===== src/rtl/dpram_responder_if.sv =====
// Request/response bundle between a RAM requester and the dpram_responder.
interface dpram_responder_if #(
  parameter int unsigned DATA_W = 8,
  parameter int unsigned ADDR_W = 5
);
  logic              wr_en;
  logic [ADDR_W-1:0] wr_addr;
  logic [DATA_W-1:0] w_data;
  logic              rd_en;
  logic [ADDR_W-1:0] rd_addr;
  logic [DATA_W-1:0] r_data;
  logic              r_valid;
  logic              init_busy;
  logic              req_dropped;
  logic              collision;

  modport master (
    output wr_en, wr_addr, w_data, rd_en, rd_addr,
    input  r_data, r_valid, init_busy, req_dropped, collision
  );

  modport slave (
    input  wr_en, wr_addr, w_data, rd_en, rd_addr,
    output r_data, r_valid, init_busy, req_dropped, collision
  );
endinterface


===== src/rtl/dpram_responder.sv =====
// Single-clock dual-port RAM responder: one write port, one registered read port,
// post-reset initialisation sweep, write-first collision handling.
module dpram_responder #(
  parameter int unsigned      DATA_W   = 8,
  parameter int unsigned      ADDR_W   = 5,
  parameter int unsigned      DEPTH    = 32,
  parameter logic [DATA_W-1:0] INIT_VAL = '0
) (
  input logic               clk,
  input logic               rst,
  dpram_responder_if.slave  bus
);

  typedef enum logic [0:0] {StInit, StReady} state_e;

  localparam logic [ADDR_W-1:0] LastAddr = ADDR_W'(DEPTH - 1);

  logic [DATA_W-1:0] mem [DEPTH];

  state_e            state_q, state_d;
  logic [ADDR_W-1:0] sweep_q, sweep_d;
  logic [DATA_W-1:0] r_data_q, r_data_d;
  logic              r_valid_q, r_valid_d;
  logic              dropped_q, dropped_d;
  logic              collision_q, collision_d;

  logic              mem_we;
  logic [ADDR_W-1:0] mem_waddr;
  logic [DATA_W-1:0] mem_wdata;
  logic              hit;

  // Next-state, memory write port selection and registered-output next values.
  always_comb begin
    state_d     = state_q;
    sweep_d     = sweep_q;
    r_data_d    = r_data_q;
    r_valid_d   = 1'b0;
    dropped_d   = 1'b0;
    collision_d = 1'b0;
    mem_we      = 1'b0;
    mem_waddr   = sweep_q;
    mem_wdata   = INIT_VAL;
    hit         = 1'b0;
    unique case (state_q)
      StInit: begin
        // Sweep runs every cycle regardless of requests; requests are only flagged.
        mem_we    = 1'b1;
        sweep_d   = sweep_q + ADDR_W'(1);
        dropped_d = bus.wr_en | bus.rd_en;
        if (sweep_q == LastAddr) state_d = StReady;
      end
      StReady: begin
        mem_we    = bus.wr_en;
        mem_waddr = bus.wr_addr;
        mem_wdata = bus.w_data;
        hit       = bus.wr_en && (bus.wr_addr == bus.rd_addr);
        if (bus.rd_en) begin
          r_valid_d   = 1'b1;
          // Write-first: a same-address read returns the data being written.
          r_data_d    = hit ? bus.w_data : mem[bus.rd_addr];
          collision_d = hit;
        end
      end
      default: state_d = StInit;
    endcase
  end

  // State and registered outputs; reset restarts the sweep from address 0.
  always_ff @(posedge clk) begin
    if (rst) begin
      state_q     <= StInit;
      sweep_q     <= '0;
      r_data_q    <= '0;
      r_valid_q   <= 1'b0;
      dropped_q   <= 1'b0;
      collision_q <= 1'b0;
    end else begin
      state_q     <= state_d;
      sweep_q     <= sweep_d;
      r_data_q    <= r_data_d;
      r_valid_q   <= r_valid_d;
      dropped_q   <= dropped_d;
      collision_q <= collision_d;
    end
  end

  // Storage array; reset does not clear it, the sweep does.
  always_ff @(posedge clk) begin
    if (!rst && mem_we) mem[mem_waddr] <= mem_wdata;
  end

  assign bus.r_data      = r_data_q;
  assign bus.r_valid     = r_valid_q;
  assign bus.init_busy   = (state_q == StInit);
  assign bus.req_dropped = dropped_q;
  assign bus.collision   = collision_q;

endmodule


===== src/flat_wrapper.sv =====
// flat-port wrapper written by rule: the top's interface ports become plain ports
module dpram_responder_flat 
#(
  parameter int unsigned      DATA_W   = 8,
  parameter int unsigned      ADDR_W   = 5,
  parameter int unsigned      DEPTH    = 32,
  parameter logic [DATA_W-1:0] INIT_VAL = '0
)
  (clk, rst, bus_wr_en, bus_wr_addr, bus_w_data, bus_rd_en, bus_rd_addr, bus_r_data, bus_r_valid, bus_init_busy, bus_req_dropped, bus_collision);
  dpram_responder_if #(.DATA_W(DATA_W), .ADDR_W(ADDR_W)) bus_i ();
  input logic clk;
  input logic rst;
  input wire logic [$bits(bus_i.wr_en)-1:0] bus_wr_en;
  input wire logic [$bits(bus_i.wr_addr)-1:0] bus_wr_addr;
  input wire logic [$bits(bus_i.w_data)-1:0] bus_w_data;
  input wire logic [$bits(bus_i.rd_en)-1:0] bus_rd_en;
  input wire logic [$bits(bus_i.rd_addr)-1:0] bus_rd_addr;
  output wire logic [$bits(bus_i.r_data)-1:0] bus_r_data;
  output wire logic [$bits(bus_i.r_valid)-1:0] bus_r_valid;
  output wire logic [$bits(bus_i.init_busy)-1:0] bus_init_busy;
  output wire logic [$bits(bus_i.req_dropped)-1:0] bus_req_dropped;
  output wire logic [$bits(bus_i.collision)-1:0] bus_collision;
  assign bus_i.wr_en = bus_wr_en;
  assign bus_i.wr_addr = bus_wr_addr;
  assign bus_i.w_data = bus_w_data;
  assign bus_i.rd_en = bus_rd_en;
  assign bus_i.rd_addr = bus_rd_addr;
  assign bus_r_data = bus_i.r_data;
  assign bus_r_valid = bus_i.r_valid;
  assign bus_init_busy = bus_i.init_busy;
  assign bus_req_dropped = bus_i.req_dropped;
  assign bus_collision = bus_i.collision;
  dpram_responder #(.DATA_W(DATA_W), .ADDR_W(ADDR_W), .DEPTH(DEPTH), .INIT_VAL(INIT_VAL)) u_core (.clk(clk), .rst(rst), .bus(bus_i));
endmodule

===== config.mk =====
export PLATFORM = sky130hd
export DESIGN_NAME = dpram_responder_flat
export DESIGN_NICKNAME = d
export VERILOG_FILES = /design/src/rtl/dpram_responder_if.sv /design/src/rtl/dpram_responder.sv /design/src/flat_wrapper.sv
export SDC_FILE = /design/constraint.sdc
export NUM_CORES = 1
export LEC_CHECK = 0
export ABC_AREA = 0
export BUFFER_PORTS_ARGS = -buffer_cell sky130_fd_sc_hd__clkbuf_2
export CAP_MARGIN = 20
export CORE_ASPECT_RATIO = 2
export CORE_MARGIN = 2
export CORE_UTILIZATION = 40
export DETAILED_ROUTE_END_ITERATION = 12
export SYNTH_ARGS = -nofsm -noshare
export SYNTH_HDL_FRONTEND = slang
export SYNTH_SLANG_ARGS = --single-unit

===== constraint.sdc =====
create_clock -name clk -period 6.2 [get_ports clk]
set_input_delay 0.93 -clock clk [delete_from_list [all_inputs] [get_ports clk]]
set_output_delay 0.93 -clock clk [all_outputs]
set_load 0.03 [all_outputs]

# Yosys cells after proc, flatten, opt, wreduce, memory -nomap -nowiden
# Memories as Yosys holds them, arrays and structs flattened. A register that Yosys moved wholly into a read port is not among the register bits.
# Index checks and enable logic that the tools add are counted.
# totals
memories	1
inputBits	22
register_bits	9
ramBits	256
word_cells	27
output_inout_bits	12
# classes
mux	8
eq_ne	2
addsub	1
reduce_logical	7
bitwise	3
# memory_table
memory	depth	word_bits	read_ports	rd_ports_with_merged_regs	wr	line	source
u_core.mem	32	8	1	1	1	dpram_responder.sv:18	logic [DATA_W-1:0] mem [DEPTH];
# op_table
cell	n
$mux W8	1
$add A5 B1 Y5 const B	1
$eq A5 B5 Y1	1
$eq A5 B5 Y1 const B	1
$mux W1	5
$mux W5	1
$reduce_or A2 Y1	2
$reduce_or A3 Y1	1
$logic_and A1 B1 Y1	2
$not A1 Y1	2
$pmux W1 S2	1
$reduce_and A2 Y1	1
$logic_not A1 Y1	1
$or A1 B1 Y1	1

# Depth between registers and ports, before layout
# logic_depth
ltp_word	5
ltp_mapped	6
ltp_nobuf	5

# Worst setup path before layout
# Ideal clock, no wire load.
# synth_timing
path_type	input -> register
from	in bus_rd_addr[0]
to	reg u_core.r_data_q[0], in the netlist u_core.bus.r_data[0] (read register of u_core.mem)
arrival_time_ns	2.454
path_stages	6
setup_time_ns	0.136
n_path_buf	2
setup_slack_ns	3.610
required_ns	6.064
path_cell_list	buf_6 -> buf_4 -> mux4_2 -> mux4_2 -> mux2i_1 -> o221ai_1
# synth_lines
element	line	source
from (decl)	flat_wrapper.sv:17	input wire logic [$bits(bus_i.rd_addr)-1:0] bus_rd_addr;
to (decl)	dpram_responder.sv:22	logic [DATA_W-1:0] r_data_q, r_data_d;

# Worst setup path in the final report
# layout_timing
from	reg u_core.state_q
to	out bus_init_busy
# layout_between
elab_chain_len	1
# layout_rtl
element	line	source
from (decl)	dpram_responder.sv:20	state_e state_q, state_d;
from (signal assigned)	dpram_responder.sv:71	state_q <= StInit;
from (signal assigned)	dpram_responder.sv:78	state_q <= state_d;
$not A1 Y1	dpram_responder.sv:94	assign bus.init_busy = (state_q == StInit);
to (decl)	flat_wrapper.sv:20	output wire logic [$bits(bus_i.init_busy)-1:0] bus_init_busy;
# No other way between the ends.

==> flow_summary.ini <==
[run_status]
status = completed

[global_routing]
grt_pass1_wl_um = 35680
grt_overflow = 0
track_usage_pct = 17.30
grt_pass1_vias = 5472
met2_usage_pct = 32.74
grt_max_degree = 52
grtUsageMet1_pct = 19.11
grt_antenna_before_repair = 0
use_met3_pct = 1.914
grt.busiest_layer = met2

[detailed_routing]
drt-initial-drc-count = 378
dr.pass1.iters = 4
wire_per_inst_um = 25.78
wl_um = 23770
viasPerCell = 5.487
ant_nets = 0
drcViolationCount = 0
num_vias = 5059

[timing]
rsz0062_at_grt = no
slew_headroom_pct = 31.10
holdWs_ps = 478.6
finalCritPeriodShare_pct = 55.12
setup_viol = 0
fin_skew_ps = 13.23
tns_ps = 0
max_freq_ghz = 0.2926
worstMarginPinSlew_ps = 1032
worst_slack_ps = 2783
finalHoldViolations = 0
period_needed_ps = 3417
slew_viol_final = 0

[synth]
yosysTopAreaCell = edfxtp_1
synth_nets = 538
synth_top_family_by_area = multiplexers
ys_top_cells_by_count = edfxtp_1, mux4_2, nor2_1
ys_types = 35
syn_inst = 514
synthXorXnorAreaFrac_pct = 0.4079
synth.avg_cell_area_um2 = 20.89
async_reset_ff_share_pct = 0
synth_compound_area_share_pct = 1.317
ys_seq_area_share_pct = 74.77
syn-cell-area_um2 = 10740
synth_warnings = 0
post-synth-top-area-fraction_pct = 71.60
yosysMostFrequentCell = edfxtp_1
synth_edf_count = 256
ys.flop_type = edfxtp_1
synthAdderAreaFrac_pct = 0.2331
synthTopCellsByArea = edfxtp_1, mux4_2, dfxtp_1, nor2_1, mux2i_1
muxShareOfSynthArea_pct = 18.33
synthSimpleGateAreaFrac_pct = 3.426
yosys_register_bits = 273

[floorplanning]
core.rowCount = 84
start_util_pct = 40.70
core_um2 = 26380
pin_count = 34
fp.dieArea_um2 = 28250
die_h_um = 235.7
die_w_um = 119.8

[cts]
cts_resized = 0
cts_tree = done
clock-root-buffer = clkbuf_16
post_cts_buffers = 0
clk_pin_slew_worst_paths_ps = 70
cts_num_sinks = 273
h-tree-depth = 1
cts_max_path_buffers = 3
clk-insertion-delay-late_ps = 520
cts_buffers = 23
hold_buffers = 0

[placed_design]
dp_hpwl_um = 16290
pre_cts_ws_ps = 2384
portBuffers = 33
dp.cells = 876
gp_congestion = 0.7848

[pwr]
p_int_mw = 2.836
peakVddDrop_uv = 174.8
swShare_pct = 20.42
power.switching_mw = 0.7280
p_clk_share_pct = 39.2
powerDensity_nw_per_um2 = 294.3
comb_power_share_pct = 4.6
seqPwrFrac_pct = 56.2
leakage_nw = 3.885

[worst_setup_path]
end_kind = output pin
startpoint_type = flip-flop
path_max_fanout = 21
crit_path_top_delay_cell = dfxtp_1
critPathKind = reg2out
crit_chain = clkinv_1, clkbuf_2
arrival_ps = 2490
slowest_delay_ps = 930
worst_ep_required_time_ps = 5270

[final_layout]
fin_nets = 586
fillers = 2198
area_growth_pct = 12.80
drive_above_1_share_pct = 29.58
instances_no_fill = 922
n_antenna_cell = 0

[flow_run]
drv_cap = 0

[worst_hold_path]
hold_class = reg2reg
[state kept, by name (all words and copies together) (netlist names)]
name	count
u_core.sweep_q	5
u_core.state_q	1
u_core.bus.collision	1
u_core.bus.r_data	8
u_core.bus.req_dropped	1
u_core.bus.r_valid	1
u_core.mem	256
[stage by stage]
step | instance area [um^2] | utilization, % | power (mW)
2_1_floorplan | 10740 | - | 2.156
3_3_place_gp | 11260 | 42.70 | 2.205
3_5_place_dp | 11290 | 42.81 | 2.207
4_1_cts | 12010 | 45.52 | 3.587
5_1_grt | 12110 | 45.91 | 3.656
6_report | 12110 | 45.91 | 3.564
[cells by family (layout without fill, tap and decap cells)]
logic type,after synthesis,in the layout
DFF,273,273
muxes,96,96
and+or+nand+nor,87,87
buffers and inverters,32,96
AOI/OAI and AO/OA,19,19
xor gates and xnor gates,5,5
adders and majority gates,2,2
[layer usage]
layer / wire [um] / share of wire (%)
met5: 0 / 0
met4: 907 / 3.8
met3: 931 / 3.9
met2: 13590 / 57
met1: 8340 / 35
[critical path, delay by kind of cell (launching register included)]
family / cells / cell delay (ps)
flip-flops: 1 / 930
buffers and inverters: 2 / 1020
[layout by cell type, fill, tap and decap left out, drive strengths merged, types with 7 or more instances in the layout]
cell	instances
buf	13
nand2	19
mux2i	15
inv	10
nor2	54
o221ai	7
dfxtp	17
mux4	79
clkbuf	56
edfxtp	256
clkinv	15
[worst paths after layout]
kind,cells past startpoint,slack [ps],endpoint,from
worst max register to register,4,2840,u_core.mem[24][5]$_DFFE_PP_,u_core.state_q$_SDFF_PP0_
worst max-delay path,2,2780,bus_init_busy,u_core.state_q$_SDFF_PP0_
worst min register to register,2,480,u_core.bus.r_data[3]$_SDFFE_PP0P_,u_core.bus.r_data[3]$_SDFFE_PP0P_
worst min-delay path,2,480,u_core.bus.r_data[3]$_SDFFE_PP0P_,u_core.bus.r_data[3]$_SDFFE_PP0P_
[power groups by stage]
stage	logic (mW)	clock network, mW	registers (mW)
2_1_floorplan	0.114	0	2.04
3_3_place_gp	0.163	0	2.04
3_5_place_dp	0.164	0	2.04
4_1_cts	0.165	1.42	2.00
5_1_grt	0.175	1.48	2.00
6_report	0.165	1.40	2.00
[area by class of cell]
| type | count | area (um^2) | area share (%) |
|---|---|---|---|
| Sequential cell | 273 | 8028 | 66.29 |
| Multi-Input combinational cell | 209 | 2564 | 21.17 |
| Clock buffer | 24 | 579.3 | 4.784 |
| Tap cell | 344 | 430.4 | 3.554 |
| Timing Repair Buffer | 45 | 337.8 | 2.790 |
| Clock inverter | 17 | 133.9 | 1.105 |
| Inverter | 10 | 37.54 | 0.3099 |
(Power assumes the default switching activity.)
